===== config.mk =====
export PLATFORM = sky130hd
export DESIGN_NAME = control_sequencer
export DESIGN_NICKNAME = d
export VERILOG_FILES = /design/src/rtl/control_sequencer.sv
export SDC_FILE = /design/constraint.sdc
export NUM_CORES = 1
export LEC_CHECK = 0
export CAP_MARGIN = 5
export CORE_AREA = 2 2 96 98
export DETAILED_ROUTE_END_ITERATION = 12
export DIE_AREA = 0 0 98 100
export DONT_BUFFER_PORTS = 1
export SLEW_MARGIN = 20
export SYNTH_ARGS = -nofsm -noshare
export SYNTH_HDL_FRONTEND = slang
export SYNTH_SLANG_ARGS = --single-unit

===== constraint.sdc =====
create_clock -name clock -period 2.2 [get_ports clock]
set_clock_uncertainty 0.15 [all_clocks]
set_input_delay 0.66 -clock clock [delete_from_list [all_inputs] [get_ports clock]]
set_output_delay 0.66 -clock clock [all_outputs]
set_load 0.01 [all_outputs]

===== src/rtl/control_sequencer.sv =====
// Multi-cycle FETCH/DECODE/EXEC/WB sequencer for RV32I R-type ALU instructions.
// Drives the data_path control inputs; any unsupported encoding parks it in HALT.
module control_sequencer #(
    parameter int unsigned PC_WIDTH     = 32,
    parameter int unsigned RESET_PC     = 0,
    parameter int unsigned RETIRE_WIDTH = 16
) (
    input  logic                    clock,
    input  logic                    reset,
    input  logic                    enable,
    output logic [PC_WIDTH-1:0]     instr_addr,
    output logic                    instr_req,
    input  logic [31:0]             instr_data,
    input  logic                    zero_flag,
    output logic [4:0]              read_reg_num1,
    output logic [4:0]              read_reg_num2,
    output logic [4:0]              write_reg,
    output logic [3:0]              alu_control,
    output logic                    regwrite,
    output logic                    last_zero,
    output logic [RETIRE_WIDTH-1:0] retired,
    output logic                    halted
);

    typedef enum logic [2:0] {
        FETCH  = 3'd0,
        DECODE = 3'd1,
        EXEC   = 3'd2,
        WB     = 3'd3,
        HALT   = 3'd4
    } state_t;

    state_t                  state, next_state;
    logic [PC_WIDTH-1:0]     pc;
    logic [31:0]             instr_reg;
    logic [4:0]              fetched_dec;
    logic [4:0]              held_dec;

    // Returns {legal, alu_code}; illegal encodings yield code 0000.
    function automatic logic [4:0] decode(input logic [31:0] word);
        logic [4:0] result;
        result = '0;
        if (word[6:0] == 7'b0110011) begin
            case ({word[31:25], word[14:12]})
                {7'b0000000, 3'b000}: result = {1'b1, 4'b0010};
                {7'b0100000, 3'b000}: result = {1'b1, 4'b0100};
                {7'b0000000, 3'b001}: result = {1'b1, 4'b0011};
                {7'b0000000, 3'b010}: result = {1'b1, 4'b1000};
                {7'b0000000, 3'b011}: result = {1'b1, 4'b1001};
                {7'b0000000, 3'b100}: result = {1'b1, 4'b0101};
                {7'b0000000, 3'b101}: result = {1'b1, 4'b0110};
                {7'b0100000, 3'b101}: result = {1'b1, 4'b0111};
                {7'b0000000, 3'b110}: result = {1'b1, 4'b0001};
                {7'b0000000, 3'b111}: result = {1'b1, 4'b0000};
                default:              result = '0;
            endcase
        end
        return result;
    endfunction

    assign fetched_dec = decode(instr_data);
    assign held_dec    = decode(instr_reg);

    // Control fields come straight from the latched word, so they hold through EXEC and WB.
    assign read_reg_num1 = instr_reg[19:15];
    assign read_reg_num2 = instr_reg[24:20];
    assign write_reg     = instr_reg[11:7];
    assign alu_control   = held_dec[3:0];
    assign instr_addr    = pc;
    assign halted        = (state == HALT);

    always_ff @(posedge clock) begin
        if (reset) begin
            state     <= FETCH;
            pc        <= PC_WIDTH'(RESET_PC);
            instr_reg <= '0;
            last_zero <= 1'b0;
            retired   <= '0;
        end else if (enable) begin
            state <= next_state;
            case (state)
                DECODE: instr_reg <= instr_data;
                WB: begin
                    last_zero <= zero_flag;
                    retired   <= retired + RETIRE_WIDTH'(1);
                    pc        <= pc + PC_WIDTH'(4);
                end
                default: ;
            endcase
        end
    end

    // Strobes are gated by reset/enable so a frozen or resetting WB never writes.
    always_comb begin
        next_state = state;
        instr_req  = 1'b0;
        regwrite   = 1'b0;
        case (state)
            FETCH: begin
                instr_req  = enable && !reset;
                next_state = DECODE;
            end
            DECODE:  next_state = fetched_dec[4] ? EXEC : HALT;
            EXEC:    next_state = WB;
            WB: begin
                regwrite   = enable && !reset && (instr_reg[11:7] != 5'd0);
                next_state = FETCH;
            end
            HALT:    next_state = HALT;
            default: next_state = FETCH;
        endcase
    end

endmodule


After elaboration in Yosys (flattened, before gate mapping)
Cells that the tools add are included.
Word-level totals
  register bits: 84
Operators by class
  multiplexer cells: 8
  reduce and logical (&&, ||, !) cells: 9
  add/sub/neg operators: 2
  equality and inequality tests: 24
Operators with widths (count)
  == test 10 x 3 -> 1 bit (second input constant): 8
  one-hot mux 5 bit (10 select lines): 1
  == test 10 x 2 -> 1 bit (second input constant): 4
  == test 10 x 9 -> 1 bit (second input constant): 4
  one-hot mux 4 bit (10 select lines): 1
  adder 32 x 3 -> 32 bit (second input constant): 1
  == test 10 x 1 -> 1 bit (second input constant): 2
  zero test 10 bit: 2
  adder 16 x 1 -> 16 bit (second input constant): 1
  == test 7 x 6 -> 1 bit (second input constant): 2
  one-hot mux 3 bit (4 select lines): 1
  == test 3 x 2 -> 1 bit (second input constant): 2
  two-way mux 5 bit: 1
  nonzero test 5 bit: 1
  two-way mux 4 bit: 1
  AND reduction 2 bit: 2
  == test 3 x 1 -> 1 bit (second input constant): 1
  == test 3 bit (second input constant): 1
  zero test 3 bit: 1
  two-way mux 3 bit: 1
  logical AND 1 bit: 2
  two-way mux 1 bit: 2
  zero test 1 bit: 1

Longest topological paths before layout
  word-level depth: 5
  depth in mapped cells: 7
  depth with buffers taken out: 5

Least setup slack after synthesis
Ideal clock, no wire load.
  kind: flip-flop to output port
  start point: register instr_reg[6]
  end point: output port alu_control[3]
  slack: -0.207 ns
  data required time: 1.390 ns
  cell stages (with the launch flop): 5
  arrival: 1.597 ns
  cells stage by stage: dfxtp_1 or4_1 nor4_1 nand4_1 nor4b_1
Between the ends
  word-level cells in the longest chain between the ends: 2
Ends and longest elaborated chain
  start: declaration: RTL line 35  | logic [31:0] instr_reg;
  start signal: assignment: RTL line 82  | DECODE: instr_reg <= instr_data;
  == test 7 x 6 -> 1 bit: RTL line 43  | if (word[6:0] == 7'b0110011) begin
  two-way mux 4 bit: RTL line 43
  end: declaration: RTL line 18  | output logic [3:0] alu_control,
Every way passes these cells.

Worst setup path after layout
  start point: register instr_reg[29]
  end point: output port alu_control[3]
Between the ends
  word-level cells in the longest chain between the ends: 3
Ends and longest elaborated chain
  == test 10 x 3 -> 1 bit (tied with other cells): RTL line 44  | case ({word[31:25], word[14:12]})
  one-hot mux 4 bit (10 select lines) (*): RTL line 44
  two-way mux 4 bit (*): RTL line 43
Mark *: on every way between the ends. The rest lies on a longest branch, timed or not.

==> out/summary.txt <==
DP Area - 4030 sq um
Fmax - 0.359 GHz
Part of the Yosys area used for sequential elements - 42.9%
P_leak - 1.48 nW
Die Wd - 98 microns
First-pass GRT wire length - 14700 microns
Failing checks - negative setup slack
Slowest CP cell - or4_4
# DRC - 0
DRT Wirelength - 8870 microns
Largest net degree at the start of global routing - 90
Clock-pin slew on the worst setup and hold paths - 0.08 ns
Hold bufs inserted after CTS - 0
GPL Wtd Cong - 0.786
Synth Flop Type - dfxtp_1
Synthesized area - 3820 sq um
Critical path's top delay family - simple AND/OR/NAND/NOR gates
Final setup margin - -0.588 ns
CP Buf/Inv Count - 1
Top-count cell post-synth - nand2_1
Worst-path cell chain - or4_4 -> nor4_2 -> nand4_1 -> buf_6 -> nor4b_4
HP Class - in2reg
Area leader, netlist - dfxtp_1
# rows - 35
Die Span Y - 100 microns
Synth Instances - 469
Critical path startpoint category - flip-flop
Max-cap check violation count - 0
CTS buffer count - 9
Status - finished with violations
Antenna diodes - 0
CTS H-tree depth - 3
Crit Path Max Fanout - 4
Skew-Pair Late Insertion Delay - 0.36 ns
Final setup viols - 4
Kind of end point of the critical path - output port
P&R area growth vs syn - 13.4%
Critical Path Max Stage Delay - 0.53 ns
Async SR Flop Fraction - 0%
DR WL/cell - 15.0 microns
Met1 WL - 3800 microns
Final critical-path required period - 2.79 ns
Antenna violations before repair - 0
Post-DRT Antenna Nets - 0
Yosys reg bits - 82
Core area - 8890 sq um
Final worst-path cycle share - 127%
WP data required - 1.39 ns
I/O pin cnt - 107
Max FFs per register - 32
Worst slack at placement - -0.225 ns
R2R Setup Slk - 0.20 ns
Syn avg cell area - 8.15 sq um
Yosys warns - 0
VDD IR max - 0.000307 V
Pwr/cell area - 663 nW/um^2
Met2 Wirelength - 4450 microns
WL met3 - 485 microns
Synth top cells by count - nand2_1 (90), dfxtp_1 (82), a21oi_1 (59)
Hold WS - 0.226 ns
Worst-case clock buffer depth - 2
RSZ-0062 raised after global routing - yes
Die area - 9800 sq um
Final Non-Filler Cells - 593
Hpwl dp - 6090 microns
TritonCTS clock tree - yes
Arrival time at the worst endpoint - 1.98 ns
Final Max Tran Viols - 0
Grt ovf - 0
Cells after DPL - 575
Routed vias/inst - 5.61
Vias - 3329
Detailed Route Iter0 Violations - 84
Root Driver - clkbuf_8
Main area contributors after synthesis - dfxtp_1 (43%), nand2_1 (8.8%), a21oi_1 (7.7%)
Sink Count - 82
Final nets - 515
Total iterations of the first detailed-routing run - 4
Initial Util - 43.0%
Share of the synthesized area in the top cell type - 42.9%
Port bufs - 0
Netlist cell types - 41
Max Used Layer - met4
Kind of critical path - reg2out
Share of cells above drive strength 1 - 16.8%
Number of global-route vias before repair - 3111
Tot GR Track Use - 18.2%
Post-synth EDFFs - 0
Post-route cell area - 4330 sq um
Final hold violations - 0
## what timing repair did
action	in CTS	in global routing
pin swaps	2	6
resized for setup	6	11
setup endpoints to repair	5	5
buffers inserted	2	0
## cells in the final DEF (no fill, tap or decap), types with 5 or more instances in the layout
master	n
a21oi_1	59
nor2b_1	6
or3_1	7
clkbuf_8	9
nand3_1	10
buf_4	35
nand4_1	15
and4_1	7
xnor2_1	8
xor2_1	12
or4_1	14
o31ai_1	13
nor3_1	11
and3_1	5
dfxtp_1	77
o21ai_0	12
mux2_2	5
nor2_1	29
nand2_1	90
## metrics by stage
stage	TNS [ns]	util [%]	total power, mW
final	-2.24	48.7	2.87
after global routing	-2.50	48.7	2.98
after CTS	-2.17	48.3	2.91
after detailed placement	-0.723	45.3	1.66
after global placement	-0.668	45.3	1.66
after floorplan	-0.261	-	1.67
## per-layer routing
metal,track usage (%),vias to the layer above
li1,-,1654
met3,4.25,11
met4,7.05,0
met1,21.8,1582
met2,31.9,82
met5,0,-
## kinds of logic (layout without fill, tap and decap cells)
logic type      after synthesis  after routing  synth area share [%]
xor+xnor                     20             20                  4.58
compound gates               88             88                  12.7
other cells                   1              2                0.0981
simple gates                224            224                  30.7
fa+ha+maj                     2              2                 0.655
mux                           5              5                  1.47
buf+inv                      47             59                  6.81
flops                        82             82                  42.9
## report_power, final
part           total [mW]  switching (mW)  internal (mW)  leakage, nW
Clock                1.24           0.592          0.649        0.108
Combinational      0.0981          0.0544         0.0437        0.706
Sequential           1.53          0.0258           1.51        0.665
Total                2.87           0.673           2.20         1.48
## worst reg2reg max path, delay by kind of cell, from the launching register on
kind / cells / cell delay, ns
buf+inv: 1 / 0.22
compound gates: 1 / 0.15
simple gates: 3 / 1.06
flops: 1 / 0.36
## worst paths after layout
check | depth (start not counted) | start | end
max | 5 | instr_reg[29] | alu_control[3]
min | 1 | reset | instr_reg[10]
max reg2reg | 5 | state[2] | instr_addr[31]
min reg2reg | 2 | instr_reg[1] | instr_reg[1]
## layout make-up
cell class	instances	area (sq um)
timing repair buffer	39	317
inverter	4	15.0
sequential	82	1650
fill	870	4560
clock buffer	9	124
multi-input combinational	341	1990
clock inverter	7	100
tap	111	139
No activity file was read; power rests on OpenSTA's default activity.
